## src/rtl/aes_ti_pkg.sv

```systemverilog
// Shared definitions for the threshold-implementation AES key schedule: FSM encoding,
// Rcon constants and the GF(2^8) doubling used to step Rcon.
package aes_ti_pkg;

  typedef enum logic [2:0] {IDLE, LOAD, SUB, UPD, FIN} stateT;

  localparam logic [7:0] AES_RCON_INIT = 8'h01;
  localparam logic [7:0] AES_RCON_POLY = 8'h1b;

  function automatic logic [7:0] xtime(input logic [7:0] b);
    return {b[6:0], 1'b0} ^ (b[7] ? AES_RCON_POLY : 8'h00);
  endfunction

endpackage

```

## src/rtl/aes_rcon_gen.sv

```systemverilog
// Round-constant register: doubles in GF(2^8) on Advance, reloads to 01 on Clear.
module aes_rcon_gen
  import aes_ti_pkg::*;
(
  input  logic       ClkxCI,
  input  logic       RstxBI,
  input  logic       AdvancexSI,
  input  logic       ClearxSI,
  output logic [7:0] RconxDO
);

  always_ff @(posedge ClkxCI or negedge RstxBI) begin
    if (!RstxBI)         RconxDO <= AES_RCON_INIT;
    else if (ClearxSI)   RconxDO <= AES_RCON_INIT;
    else if (AdvancexSI) RconxDO <= xtime(RconxDO);
  end

endmodule

```

## src/rtl/aes_key_expand_ctrl.sv

```systemverilog
// Byte-serial AES-128 key expansion for one share: loads the cipher key into the external
// key register file and derives NROUNDS round keys through a shared external S-box.
module aes_key_expand_ctrl
  import aes_ti_pkg::*;
#(
  parameter int SBOX_LAT = 1,
  parameter int NROUNDS  = 10
) (
  input  logic       ClkxCI,
  input  logic       RstxBI,
  input  logic       StartxSI,
  input  logic [7:0] KeyBytexDI,
  input  logic [7:0] KeyOutxDI,
  input  logic [7:0] KeyToSboxxDI,
  input  logic [7:0] SboxOutxDI,
  output logic [7:0] KeyInxDO,
  output logic       KeySchedulexSO,
  output logic       ForthCyclexSO,
  output logic       SboxReqxSO,
  output logic       RoundKeyValidxSO,
  output logic [3:0] RoundxDO,
  output logic       DonexSO
);

  stateT           StatexDP, StatexDN;
  logic [3:0]      CntxDP;
  logic [3:0]      RoundxDP;
  logic            DrainxSP;
  logic [7:0]      RconxD;
  logic [3:0][7:0] DlyxDP, BufxDP;
  logic [SBOX_LAT:1] VldQxDP;
  logic [SBOX_LAT:0] vld_pipe;
  logic [1:0]      BufIdx;
  logic [7:0]      NewByte;
  logic            LastCnt, LastRound;

  assign LastCnt   = (CntxDP == 4'd15);
  assign LastRound = (RoundxDP == 4'(NROUNDS - 1));

  always_ff @(posedge ClkxCI or negedge RstxBI) begin
    if (!RstxBI) begin
      StatexDP <= IDLE;
      CntxDP   <= 4'd0;
    end else begin
      StatexDP <= StatexDN;
      CntxDP   <= (StatexDN != StatexDP) ? 4'd0 : CntxDP + 4'd1;
    end
  end

  always_comb begin
    StatexDN = StatexDP;
    case (StatexDP)
      IDLE:    if (StartxSI) StatexDN = LOAD;
      LOAD:    if (LastCnt) StatexDN = SUB;
      SUB:     if (LastCnt) StatexDN = UPD;
      UPD:     if (LastCnt) StatexDN = LastRound ? FIN : SUB;
      FIN:     StatexDN = IDLE;
      default: StatexDN = IDLE;
    endcase
  end

  // S-box requests travel down vld_pipe; the tap SBOX_LAT stages later marks the result byte.
  assign vld_pipe = {VldQxDP, SboxReqxSO};
  assign BufIdx   = 2'(CntxDP - 4'(SBOX_LAT));

  always_ff @(posedge ClkxCI or negedge RstxBI) begin
    if (!RstxBI) begin
      RoundxDP <= 4'd0;
      DrainxSP <= 1'b0;
      DlyxDP   <= '0;
      BufxDP   <= '0;
      VldQxDP  <= '0;
    end else begin
      VldQxDP <= vld_pipe[SBOX_LAT-1:0];
      if (vld_pipe[SBOX_LAT]) BufxDP[BufIdx] <= SboxOutxDI;
      if (StatexDP == UPD) DlyxDP <= {DlyxDP[2:0], NewByte};
      if (StatexDP == IDLE && StatexDN == LOAD) RoundxDP <= 4'd0;
      else if (StatexDP == UPD && LastCnt)      RoundxDP <= RoundxDP + 4'd1;
      if (StatexDP == FIN)                                DrainxSP <= 1'b1;
      else if (StatexDN != IDLE || CntxDP == 4'd14)       DrainxSP <= 1'b0;
    end
  end

  aes_rcon_gen u_rcon (
    .ClkxCI     (ClkxCI),
    .RstxBI     (RstxBI),
    .AdvancexSI (StatexDP == UPD && LastCnt),
    .ClearxSI   (StatexDP == IDLE),
    .RconxDO    (RconxD)
  );

  always_comb begin
    NewByte = KeyOutxDI ^ DlyxDP[3];
    if (CntxDP < 4'd4)  NewByte = KeyOutxDI ^ BufxDP[CntxDP[1:0]];
    if (CntxDP == 4'd0) NewByte = NewByte ^ RconxD;
  end

  // The final key leaves K00 over FIN plus 15 drain cycles in IDLE, all in rotate mode
  // so the register file keeps it intact while it is read out.
  always_comb begin
    KeyInxDO         = 8'h00;
    KeySchedulexSO   = 1'b0;
    ForthCyclexSO    = 1'b0;
    SboxReqxSO       = 1'b0;
    RoundKeyValidxSO = 1'b0;
    DonexSO          = 1'b0;
    case (StatexDP)
      IDLE: begin
        KeySchedulexSO   = DrainxSP;
        RoundKeyValidxSO = DrainxSP;
      end
      LOAD: KeyInxDO = KeyBytexDI;
      SUB: begin
        KeySchedulexSO   = 1'b1;
        RoundKeyValidxSO = 1'b1;
        SboxReqxSO       = (CntxDP < 4'd4);
        ForthCyclexSO    = (CntxDP == 4'd3);
      end
      UPD: KeyInxDO = NewByte;
      FIN: begin
        DonexSO          = 1'b1;
        KeySchedulexSO   = 1'b1;
        RoundKeyValidxSO = 1'b1;
      end
      default: ;
    endcase
  end

  assign RoundxDO = RoundxDP;

endmodule

```

## config.mk

```make
export PLATFORM = sky130hd
export DESIGN_NAME = aes_key_expand_ctrl
export DESIGN_NICKNAME = d
export VERILOG_FILES = /design/src/rtl/aes_ti_pkg.sv /design/src/rtl/aes_rcon_gen.sv /design/src/rtl/aes_key_expand_ctrl.sv
export SDC_FILE = /design/constraint.sdc
export NUM_CORES = 1
export LEC_CHECK = 0
export ABC_AREA = 1
export ABC_CLOCK_PERIOD_IN_PS = 1900
export CAP_MARGIN = 30
export CORE_MARGIN = 1
export CORE_UTILIZATION = 38
export CTS_CLUSTER_DIAMETER = 120
export DETAILED_ROUTE_END_ITERATION = 8
export GPL_ROUTABILITY_DRIVEN = 0
export GPL_TIMING_DRIVEN = 0
export PLACE_DENSITY = 0.65
export SLEW_MARGIN = 0
export SYNTH_ARGS = -nofsm -noshare
export SYNTH_HDL_FRONTEND = slang
export SYNTH_HIERARCHICAL = 1
export SYNTH_SLANG_ARGS = --single-unit
export TNS_END_PERCENT = 1
```

## constraint.sdc

```tcl
create_clock -name ClkxCI -period 1.9 [get_ports ClkxCI]
set_input_delay 0.38 -clock ClkxCI [delete_from_list [all_inputs] [get_ports ClkxCI]]
set_output_delay 0.38 -clock ClkxCI [all_outputs]
set_load 0.005 [all_outputs]
```

Yosys cells after proc, flatten, opt, wreduce, memory -nomap -nowiden
Cells that the tools add are included.
Widths: inputs -> output; s select.
{"block": "op_classes", "add_sub_neg": 3, "magnitude_cmp": 4, "eq_ne": 10, "muxes": 26, "n_bitwise": 4, "n_reduce_logical": 11}
{"operator": "$mux 8", "count": 6}
{"operator": "$bwmux 32", "count": 1}
{"operator": "$xor 8x8->8", "count": 4}
{"operator": "$bmux 8 s2", "count": 1}
{"operator": "$demux 8 s2", "count": 1}
{"operator": "$pmux 8 s2", "count": 1}
{"operator": "$mux 3", "count": 5}
{"operator": "$eq 4x4->1 const B", "count": 3}
{"operator": "$mux 4", "count": 3}
{"operator": "$pmux 3 s4", "count": 1}
{"operator": "$add 4x1->4 const B", "count": 2}
{"operator": "$eq 3x1->1 const B", "count": 2}
{"operator": "$eq 3x2->1 const B", "count": 2}
{"operator": "$lt 2x3->1 const B", "count": 2}
{"operator": "$reduce_bool 2->1", "count": 3}
{"operator": "$mux 1", "count": 5}
{"operator": "$mux 5", "count": 1}
{"operator": "$eq 4x2->1 const B", "count": 1}
{"operator": "$logic_not 4->1", "count": 1}
{"operator": "$lt 4x3->1 const B", "count": 1}
{"operator": "$eq 3x3->1 const B", "count": 1}
{"operator": "$logic_and 1x1->1", "count": 3}
{"operator": "$logic_not 3->1", "count": 1}
{"operator": "$ne 3x3->1", "count": 1}
{"operator": "6 further kinds", "count": 6}
{"block": "totals", "regBits": 85, "input_bits": 35, "out_inout_bits": 17, "elab_cells": 72}

Depth between registers and ports, before layout
{"block": "logic_depth", "word_depth": 8, "mapped_depth": 13, "depth_no_buf": 10}

Hierarchy
Netlist, hierarchy kept.
{"mod": "aes_key_expand_ctrl", "n_inst": 1, "cells_per_inst": 540, "area_per_inst_um2": 4073.9, "seq_area_each_um2": 1926.8}
{"mod": "aes_rcon_gen", "n_inst": 1, "cells_per_inst": 43, "area_per_inst_um2": 362.8, "seq_area_each_um2": 201.4}

Least setup slack after synthesis
Ideal clock, no wire load.
{"block": "synth_timing", "kind": "register to output", "startpoint": "register CntxDP[0]", "endpoint": "output port KeyInxDO[0]", "arrival_time_ns": 1.657, "required_ns": 1.520, "slack_ns": -0.137, "path_stages_with_launch": 13, "path_buffers": 4, "cell_sequence": "dfrtp_1 -> buf_4 -> inv_4 -> buf_6 -> ha_1 -> buf_2 -> buf_2 -> nand3_1 -> nand2_1 -> nand2_1 -> nand3_1 -> nand3_1 -> nand2_1"}
{"block": "synth_via", "elab_chain_cells": 7, "word_cells_on_any_way": 9, "cone_classes": "order compare (1); mux (5); bitwise (2); reduce/logical (1)"}
{"item": "start: declaration", "line": "aes_key_expand_ctrl.sv:26", "rtl": "logic [3:0] CntxDP;"}
{"item": "start signal: assignment", "line": "aes_key_expand_ctrl.sv:46", "rtl": "CntxDP <= (StatexDN != StatexDP) ? 4'd0 : CntxDP + 4'd1;"}
{"item": "$bmux 8 s2", "line": "aes_key_expand_ctrl.sv:94", "rtl": "if (CntxDP < 4'd4) NewByte = KeyOutxDI ^ BufxDP[CntxDP[1:0]];"}
{"item": "$mux 8 (not written as such)", "line": "aes_key_expand_ctrl.sv:94"}
{"item": "$xor 8x8->8", "line": "aes_key_expand_ctrl.sv:94"}
{"item": "$mux 8", "line": "aes_key_expand_ctrl.sv:94"}
{"item": "$xor 8x8->8", "line": "aes_key_expand_ctrl.sv:95", "rtl": "if (CntxDP == 4'd0) NewByte = NewByte ^ RconxD;"}
{"item": "$mux 8 *", "line": "aes_key_expand_ctrl.sv:95"}
{"item": "$pmux 8 s2 *", "line": "aes_key_expand_ctrl.sv:107", "rtl": "case (StatexDP)"}
{"item": "end: declaration", "line": "aes_key_expand_ctrl.sv:16", "rtl": "output logic [7:0] KeyInxDO,"}
Every way passes the cells marked *; elsewhere a longest branch is shown, timed or not. The select of a mux whose other input is x is not followed.

Worst setup path after layout
{"block": "layout_timing", "startpoint": "register CntxDP[0]", "endpoint": "output port KeyInxDO[7]"}
The elaborated chain is that of the path after synthesis.

==> flow_summary_export.csv <==
group,metric,value,unit
status,outcome,"complete, but fails checks",
status,violated_checks,"negative setup slack",
timing,slew_violations,0,
clocking,clock_latency,0.34,ns
place,io_buffer_count,43,
layout,final_nets,698,
layout,syn_to_final_growth,30.2,%
timing,skew,0.00594,ns
worst_setup_path,critical_path.startpoint,"CntxDP[0]$_DFF_PN0_",
global_routing,initial_antenna_violation_count,0,
clocking,hold_buf_cts,0,
worst_setup_path,startpoint_type,"flop",
clocking,h-tree-depth,3,
hold_path,hold_path.class,"in -> async",
layout,final.fill_count,1063,
detailed_routing,first_pass_iters,4,
detailed_routing,routed-via-count,3903,
timing,grt_setup_unrepaired,"true",
clocking,numClockSinks,85,
layout,mostFrequentLayoutCells,"197 x nand2_1, 82 x dfrtp_1, 75 x inv_1",
clocking,clock_path_buffers,2,
logic_synthesis,post_synth_inst_count,583,
clocking,clkTransAtPathRegs,0.06,ns
place,dpl.hpwl,7770,µm
worst_setup_path,most_used_cell_cp,"buf_6",
detailed_routing,vias_per_cell,4.86,
worst_setup_path,cell_by_cell_trace_of_the_critical_path,"buf_6 > inv_8 > buf_12 > ha_4 > buf_6 > buf_6 > nand4_1 > nand2_2 > nand3_2 > nand3_2 > nand2_1 > buf_2",
timing,fin_ws,-0.466,ns
pwr,power_density_of_the_placed_cells,756,nW/µm²
layout,antenna_cells,0,
floorplan,floorplan.die_area,12100,µm²
logic_synthesis,synth.distinct_cells,29,
pwr,irDropWorstVdd,0.546,mV
worst_setup_path,cpLargestDelayFamily,"buffers and inverters",
floorplan,die_width,110,µm
logic_synthesis,ys.warnings.count,6,
timing,worst_hold_margin,0.0203,ns
clocking,clock_tree_from_tritoncts,"done",
global_routing,global_route_wire_length_before_repair,18800,µm
worst_setup_path,worst-setup-path-type,"reg -> out",
timing,timing.slew.headroom,0.629,
floorplan,core,11400,µm²
layout,final_cell_area,5780,µm²
global_routing,global_route.usage.total,0.206,
detailed_routing,route.final.wire_length,11200,µm
worst_setup_path,timing.critical_path.to_type,"primary output",
timing,post-route-min-period,2.37,ns
worst_setup_path,critPathMaxFanout,4,
place,place_area,5090,µm²
logic_synthesis,synth_enable_flop_cells,0,
logic_synthesis,postSynthNetCount,626,
worst_setup_path,cp_num_buf_inv,6,
timing,worst_pin_slew,0.557,ns
logic_synthesis,avgSynthCellArea,7.61,µm²
timing,timing.fmax,423,MHz
detailed_routing,detailedRoute.firstIterationViolations,183,
clocking,clock_buffers_created_by_tritoncts,9,
layout,mostFrequentLayoutCell,"nand2_1",
place,post-place-cells,770,
worst_setup_path,critical_path_arrival,1.99,ns
floorplan,io_pins,52,
worst_setup_path,worst-endpoint-required,1.52,ns
pwr,leakage,3.03,nW
worst_setup_path,crit_slowest_cell,"dfrtp_1",
worst_setup_path,r2r_start,"CntxDP[0]$_DFF_PN0_",
timing,totalNegativeSetupSlack,-4.08,ns
logic_synthesis,synth_async_sr_flop_share,1.00,
logic_synthesis,postSynthRegisterBits,85,
global_routing,overflow,0,
job,timing.max_cap.violations,0,
timing,report.final.setup_viol,12,
detailed_routing,drc,0,
global_routing,grt_pass1_vias,3849,
floorplan,dieHeight,110,µm
timing,period_share,1.25,
timing,report.final.hold_viol_count,0,
detailed_routing,routed_wire_length_per_instance,14.0,µm
logic_synthesis,ys_seq_area_frac,0.480,
layout,fin_util,0.506,
detailed_routing,route.antenna.remaining_nets,0,
logic_synthesis,syn_area,4440,µm²
floorplan,start_util,0.389,
layout,stdcell_count,803,
worst_setup_path,delay_of_the_slowest_critical_path_stage,0.39,ns
logic_synthesis,postSynth.topFlopCell,"dfrtp_1",
global_routing,largest_net_degree_at_the_start_of_global_routing,45,
layout,fraction_of_final_layout_cells_with_drive_strength_greater_than_1,0.208,
clocking,cts_root_buf,"clkbuf_16",
floorplan,row_count,39,
[routing by layer]
metal	part of all wire	GRT usage	vias up
li1	-	-	1945
met1	0.43	0.263	1850
met2	0.49	0.346	88
met3	0.049	0.0323	20
met4	0.027	0.0895	0
met5	0	0	-
[flip-flops by register name, indices dropped and copies added (netlist names)]
register,count
BufxDP,32
DlyxDP,32
u_rcon/RconxDO,8
CntxDP,4
RoundxDO,4
StatexDP,3
DrainxSP,1
VldQxDP,1
[area by class of cell]
| type | instances | area, µm² | share of cell area |
|---|---|---|---|
| Clock buffer | 9 | 225 | 0.0390 |
| Multi-Input combinational cell | 388 | 2030 | 0.352 |
| Tap cell | 143 | 179 | 0.0310 |
| Inverter | 89 | 352 | 0.0609 |
| Sequential cell | 85 | 2130 | 0.369 |
| Clock inverter | 7 | 121 | 0.0210 |
| Timing Repair Buffer | 62 | 569 | 0.0985 |
| Buffer | 20 | 168 | 0.0290 |
[cells by family (layout without fill, tap and decap cells)]
| group | count (synthesis) | in the layout | share of synthesized area |
|---|---|---|---|
| AND/OR/NAND/NOR | 317 | 317 | 0.314 |
| adder cells (fa/ha/maj) | 8 | 8 | 0.0226 |
| AO/OA/AOI/OAI | 59 | 59 | 0.0694 |
| XOR/XNOR | 4 | 4 | 0.00790 |
| buffers and inverters | 110 | 187 | 0.106 |
| flip-flops | 85 | 85 | 0.480 |
[cells in the mapped netlist (2+ instances only)]
master	n	area [µm²]
nand2_1	206	773
dfrtp_1	84	2100
inv_1	79	297
nand3_1	64	320
o21ai_0	45	225
nor2_1	15	56.3
buf_2	9	45.0
o21ai_1	9	45.0
ha_1	8	100
inv_2	8	30.0
nand4_1	8	50.1
buf_4	5	37.5
nor2_2	5	31.3
clkbuf_1	4	15.0
or2_1	4	25.0
or2_2	4	25.0
buf_6	3	33.8
nand2_2	3	18.8
nand2_4	3	33.8
nor2_4	3	33.8
o21ai_2	3	26.3
xor2_1	3	26.3
inv_4	2	12.5
[metrics by stage]
| step | worst slack, ns | power, W |
|---|---|---|
| floorplan | 0.00497 | 0.00216 |
| global placement | -2.60 | 0.00232 |
| detailed placement | -0.763 | 0.00234 |
| CTS | -0.451 | 0.00440 |
| global route | -0.559 | 0.00452 |
| finish | -0.466 | 0.00437 |
[final timing paths]
path,end,depth (start not counted),slack [ns]
worst max-delay path,KeyInxDO[7],12,-0.47
worst min-delay path,BufxDP[26]$_DFFE_PN0P_,1,0.02
worst max register to register,BufxDP[8]$_DFFE_PN0P_,8,0.02
worst min register to register,DlyxDP[5]$_DFFE_PN0N_,2,0.48
max in group asynchronous,DlyxDP[13]$_DFFE_PN0N_,2,1.26
min in group ClkxCI,DlyxDP[5]$_DFFE_PN0N_,2,0.48
[power breakdown]
| part | leakage [nW] | switching [W] | internal (W) |
|---|---|---|---|
| combinational | 1.86 | 0.000183 | 0.000146 |
| sequential | 0.996 | 0.0000614 | 0.00193 |
| clock | 0.170 | 0.000758 | 0.00129 |
[worst reg2reg max path, stage by stage (launching register included)]
cell and delay [ns]:
dfrtp_1 0.36, buf_6 0.13, inv_8 0.03, buf_12 0.11, buf_6 0.14, ha_1 0.20, nand2_1 0.22, clkbuf_1 0.39
o21ai_0 0.15
[what timing repair did]
action | CTS | global route
setup buffers | 16 | 1
endpoints found under the hold margin | 0 | 0
cloned | 1 | 0
endpoints found under the setup margin | 37 | 20
pin swaps | 24 | 12
resized for setup | 85 | 19
Power figures use the tool's default switching activity.
